<file path="config.mk">
export PLATFORM = sky130hd
export DESIGN_NAME = shift_add_mult_arbiter
export DESIGN_NICKNAME = d
export VERILOG_FILES = /design/src/rtl/shift_add_mult_arbiter.sv
export SDC_FILE = /design/constraint.sdc
export NUM_CORES = 1
export LEC_CHECK = 0
export BUFFER_PORTS_ARGS = -buffer_cell sky130_fd_sc_hd__buf_2
export CORE_MARGIN = 3
export CORE_UTILIZATION = 25
export DETAILED_ROUTE_END_ITERATION = 8
export HOLD_SLACK_MARGIN = 0.05
export SYNTH_ARGS = -nofsm -noshare
export SYNTH_HDL_FRONTEND = slang
export SYNTH_SLANG_ARGS = --single-unit
</file>
<file path="constraint.sdc">
create_clock -name clk -period 1.8 [get_ports clk]
set_input_delay 0.09 -clock clk [delete_from_list [all_inputs] [get_ports clk]]
set_output_delay 0.09 -clock clk [all_outputs]
set_load 0.005 [all_outputs]
</file>
<file path="src/rtl/shift_add_mult_arbiter.sv">
// Round-robin front end that time-shares one sequential shift-add multiplier
// between NUM_REQ requesters over valid/ready, with a done/timeout handshake.
module shift_add_mult_arbiter #(
  parameter int NUM_REQ = 4,
  parameter int WIDTH   = 8,
  parameter int TIMEOUT = 64
) (
  input  logic                       clk,
  input  logic                       rst,
  input  logic [NUM_REQ-1:0]         reqValid,
  input  logic [NUM_REQ*WIDTH-1:0]   reqA,
  input  logic [NUM_REQ*WIDTH-1:0]   reqB,
  output logic [NUM_REQ-1:0]         reqReady,
  output logic [NUM_REQ-1:0]         respValid,
  output logic [2*WIDTH-1:0]         respResult,
  output logic                       respError,
  output logic                       busy,
  output logic                       mulRst,
  output logic [WIDTH-1:0]           mulA,
  output logic [WIDTH-1:0]           mulB,
  input  logic                       mulEnd,
  input  logic [2*WIDTH-1:0]         mulResult
);

  localparam int IDX_W = $clog2(NUM_REQ);
  localparam int CNT_W = $clog2(TIMEOUT + 1);
  localparam logic [IDX_W:0]   NREQ_X   = (IDX_W+1)'(NUM_REQ);
  localparam logic [CNT_W-1:0] TMO_LAST = CNT_W'(TIMEOUT - 1);

  typedef enum logic [1:0] {IDLE, START, WAIT, DONE} state_t;

  state_t             state, state_nxt;
  logic [IDX_W-1:0]   rr_ptr;
  logic [IDX_W-1:0]   gnt_idx;
  logic [IDX_W-1:0]   gnt_sel;
  logic               gnt_any;
  logic [CNT_W-1:0]   wait_cnt;
  logic               end_hit;
  logic               tmo_hit;
  logic [WIDTH-1:0]   sel_a;
  logic [WIDTH-1:0]   sel_b;

  // Circular search: walking k downwards leaves the first hit at or after ptr.
  function automatic logic [IDX_W:0] rr_pick(input logic [NUM_REQ-1:0] req,
                                             input logic [IDX_W-1:0]   ptr);
    logic [IDX_W:0] res;
    logic [IDX_W:0] idx;
    res = '0;
    for (int k = NUM_REQ - 1; k >= 0; k--) begin
      idx = {1'b0, ptr} + (IDX_W+1)'(k);
      if (idx >= NREQ_X) idx = idx - NREQ_X;
      if (req[idx[IDX_W-1:0]]) res = {1'b1, idx[IDX_W-1:0]};
    end
    return res;
  endfunction

  function automatic logic [IDX_W-1:0] rr_next(input logic [IDX_W-1:0] g);
    logic [IDX_W:0] n;
    n = {1'b0, g} + (IDX_W+1)'(1);
    if (n >= NREQ_X) n = '0;
    return n[IDX_W-1:0];
  endfunction

  assign {gnt_any, gnt_sel} = rr_pick(reqValid, rr_ptr);

  always_comb begin
    sel_a = '0;
    sel_b = '0;
    for (int i = 0; i < NUM_REQ; i++) begin
      if (gnt_sel == IDX_W'(i)) begin
        sel_a = reqA[i*WIDTH +: WIDTH];
        sel_b = reqB[i*WIDTH +: WIDTH];
      end
    end
  end

  // The first WAIT cycle (count 0) may still see a stale done flag.
  assign end_hit = (state == WAIT) && (wait_cnt != '0) && mulEnd;
  assign tmo_hit = (state == WAIT) && (wait_cnt == TMO_LAST);

  always_ff @(posedge clk) begin
    if (rst) state <= IDLE;
    else     state <= state_nxt;
  end

  always_comb begin
    state_nxt = state;
    case (state)
      IDLE:    if (gnt_any) state_nxt = START;
      START:   state_nxt = WAIT;
      WAIT:    if (end_hit || tmo_hit) state_nxt = DONE;
      DONE:    state_nxt = IDLE;
      default: state_nxt = IDLE;
    endcase
  end

  // A grant offered while reset is asserted would be lost, so it is withheld.
  always_comb begin
    reqReady  = '0;
    respValid = '0;
    busy      = 1'b1;
    mulRst    = 1'b1;
    case (state)
      IDLE: begin
        busy = 1'b0;
        if (gnt_any && !rst) reqReady[gnt_sel] = 1'b1;
      end
      WAIT:    mulRst = 1'b0;
      DONE:    respValid[gnt_idx] = 1'b1;
      default: ;
    endcase
  end

  always_ff @(posedge clk) begin
    if (rst) begin
      rr_ptr     <= '0;
      gnt_idx    <= '0;
      wait_cnt   <= '0;
      mulA       <= '0;
      mulB       <= '0;
      respResult <= '0;
      respError  <= 1'b0;
    end else begin
      case (state)
        IDLE: begin
          if (gnt_any) begin
            gnt_idx <= gnt_sel;
            mulA    <= sel_a;
            mulB    <= sel_b;
          end
        end
        START: wait_cnt <= '0;
        WAIT: begin
          wait_cnt <= wait_cnt + CNT_W'(1);
          if (end_hit) begin
            respResult <= mulResult;
            respError  <= 1'b0;
          end else if (tmo_hit) begin
            respResult <= '0;
            respError  <= 1'b1;
          end
        end
        DONE:    rr_ptr <= rr_next(gnt_idx);
        default: ;
      endcase
    end
  end

endmodule

</file>
==> impl_metrics.toml <==
[route]
route.met3.wl_um = 557
drt_wl_total_um = 7415
drt_pre_antenna_iters = 4
highest_layer = "met4"
drc_errors = 0
avgViaCountPerCell = 4.677
wl_per_cell_um = 14.07
ant_nets = 0
drt_iter0_drc = 39
vias = 2465
wirelength_met1_um = 2867
route.met2.wl_um = 3918

[status]
outcome = "complete, but fails checks"
violations = "negative setup slack"

[setup_path]
critical_path.top_delay_family = "buffers and inverters"
crit_path_max_incr_delay_ns = 0.38
cpMaxStageDelayCell = "dfxtp_4"
cp.arrival_ns = 1.78
critPathBufInv = 4
path_class = "flip-flop to output pin"
worstPathCellList = "mux2i_1, nor2_1, a311oi_4, buf_12, buf_12, inv_4, nor2_1, buf_2"
cp_max_fo = 6
critPathRequiredTime_ns = 1.71
start_kind = "flip-flop"
end_kind = "output pin"

[sta]
tightest_slew_ns = 0.6196
layout_setup_ws_ns = -0.06747
final_max_slew_viol_count = 0
clock_skew_ns = 0.009246
min_period_over_period_pct = 103.7
finalCriticalPeriod_ns = 1.867
whs_ns = 0.08576
hold_viol = 0
finalSetupViolations = 28
slew_headroom_pct = 58.60
setup_tns_ns = -0.5650
grt_setup_unrepaired = "true"
fmaxAchievable_mhz = 535.5

[synth]
synth-seq-cells = 46
synth_top_area_cell = "dfxtp_1"
syn-cell-area_sq_um = 2323
synth_top_area_share_pct = 39.63
seq_area_frac_synth_pct = 39.63
syn_nets = 340
synth_edf_count = 0
yosysWarnings = 0
synthArstFlopShare_pct = 0
synth.area.top_cells = "dfxtp_1 (40%), mux2i_1 (17%), o221ai_1 (6.0%), nor2_1 (5.3%), ha_1 (4.8%)"
ys_dominant_reg_cell = "dfxtp_1"
avgSynthCellArea_sq_um = 9.522
synthDistinctLibCells = 35
syn_inst = 244

[placement]
globalplace.congestion = 0.7256
dp_hpwl_um = 5105
placed_cell_area_sq_um = 3242
io_buffer_count = 129

[cts]
clockBufferDepth = 2
clk_pin_slew_ns = 0.09
htreeDepth = 2
cts_buffers = 5
cts_tree = "done"
cts_root_buffer = "clkbuf_8"
clock_sinks = 46
clk_latency_ns = 0.30

[floorplanning]
initial_core_util_pct = 26.13
die_h_um = 102.4
rows = 34
die_x_um = 102.4
pin_count = 130
dieArea_sq_um = 10490
core_sq_um = 8891

[power]
powerDensity_nw_per_um2 = 937.8
vdd_drop_max_mv = 0.4859
p_leak_uw = 0.001773

[layout]
drive_above_1_share_pct = 52.51
final_nets = 514
mostFrequentLayoutCell = "buf_2"
area_delta_synth_final_pct = 66.13
diodes = 0
stdcell_area_sq_um = 3860
mostFrequentLayoutCells = "buf_2 (129), dfxtp_1 (43), mux2i_1 (34)"

[global_routing]
grt_usage_pct = 12.61
grt_pass1_vias = 2217
grt-ovfl-total = 0
grt_antenna_before_repair = 0
grt_pass1_wl_um = 10240
grt_max_degree = 20

[flow_run]
maxCapViolations = 0

[hold_path]
hp-class = "input pin to flip-flop"
## per-stage QoR
step	setup slack [ns]	std cells	power (uW)	utilization, %
after CTS	-0.03873	522	3556	41.37
after global placement	0.02395	486	2521	36.46
after floorplan	0.02212	244	2036	-
after global routing	-0.1704	527	3882	43.41
after detailed placement	-0.07425	486	2566	36.46
final	-0.06747	527	3620	43.41
## final timing paths
check	from	to	slack [ns]	depth (start not counted)
worst max-delay path	rr_ptr[1]	reqReady[1]	-0.07	8
worst min-delay path	reqA[7]	mulA[7]	0.09	3
worst max register to register	wait_cnt[1]	respResult[11]	-0.06	8
worst min register to register	mulA[6]	mulA[6]	0.47	2
## where the power goes
group | internal (uW) | switching [uW] | total, uW
combinational | 810 | 716 | 1530
clock | 417 | 368 | 785
sequential | 1200 | 110 | 1310
total | 2430 | 1190 | 3620
## final cells by class
cell class	count	area, sq um
clock buffers	5	68.82
clock inverters	3	43.79
fillers	881	5031
inverters	11	43.79
multi-input cells	173	1449
flip-flops and latches	46	932.1
well taps	108	135.1
repair buffers	181	1187
## cell families (layout without fill, tap and decap cells)
group                      count (synthesis)  in the layout  share of synthesized area (%)
AOI/OAI and AO/OA                         48             49                          17.18
xor gates and xnor gates                   4              4                          1.508
adders and majority gates                  9              9                          4.847
buffers and inverters                     26            200                          5.870
DFF                                       46             46                          39.63
muxes                                     39             39                          16.80
and+or+nand+nor                           72             72                          14.16
## sequential cells by signal, summed over array words and instances (netlist names)
name / cells
gnt_idx: 2
mulA: 8
mulB: 8
respError: 1
respResult: 16
rr_ptr: 2
state: 2
wait_cnt: 7
## cells in the mapped netlist, types with 2 or more instances
cell type,n
or3_1,2
buf_2,4
mux2i_1,39
nand2b_1,3
and2_1,4
a22oi_2,2
clkbuf_1,5
nor2_1,33
dfxtp_1,46
o21ai_0,3
nand2_1,21
inv_1,11
nor2_2,2
or4b_4,2
xor2_1,3
o221ai_1,16
nand4_1,2
a21oi_1,5
a22oi_1,14
ha_1,9
buf_4,4
## tightest hold or removal path, stage by stage
cell and delay (ns):
buf_2 0.08, mux2i_1 0.05, o221ai_1 0.13
## repair_timing
action                                  in CTS  in global routing
resized for setup                           22                 32
cloned                                       1                  0
buffers inserted                            11                  6
endpoints found under the setup margin      33                 38
endpoints found under the hold margin       16                  0
hold buffers                                16                  0
pin swaps                                   22                 47
## metal layers
layer / GRT usage (%) / up-vias
met4: 2.725 / 0
met1: 13.21 / 1135
met2: 24.99 / 99
met3: 3.208 / 7
met5: 0 / -
li1: - / 1224
(Power assumes the default switching activity.)
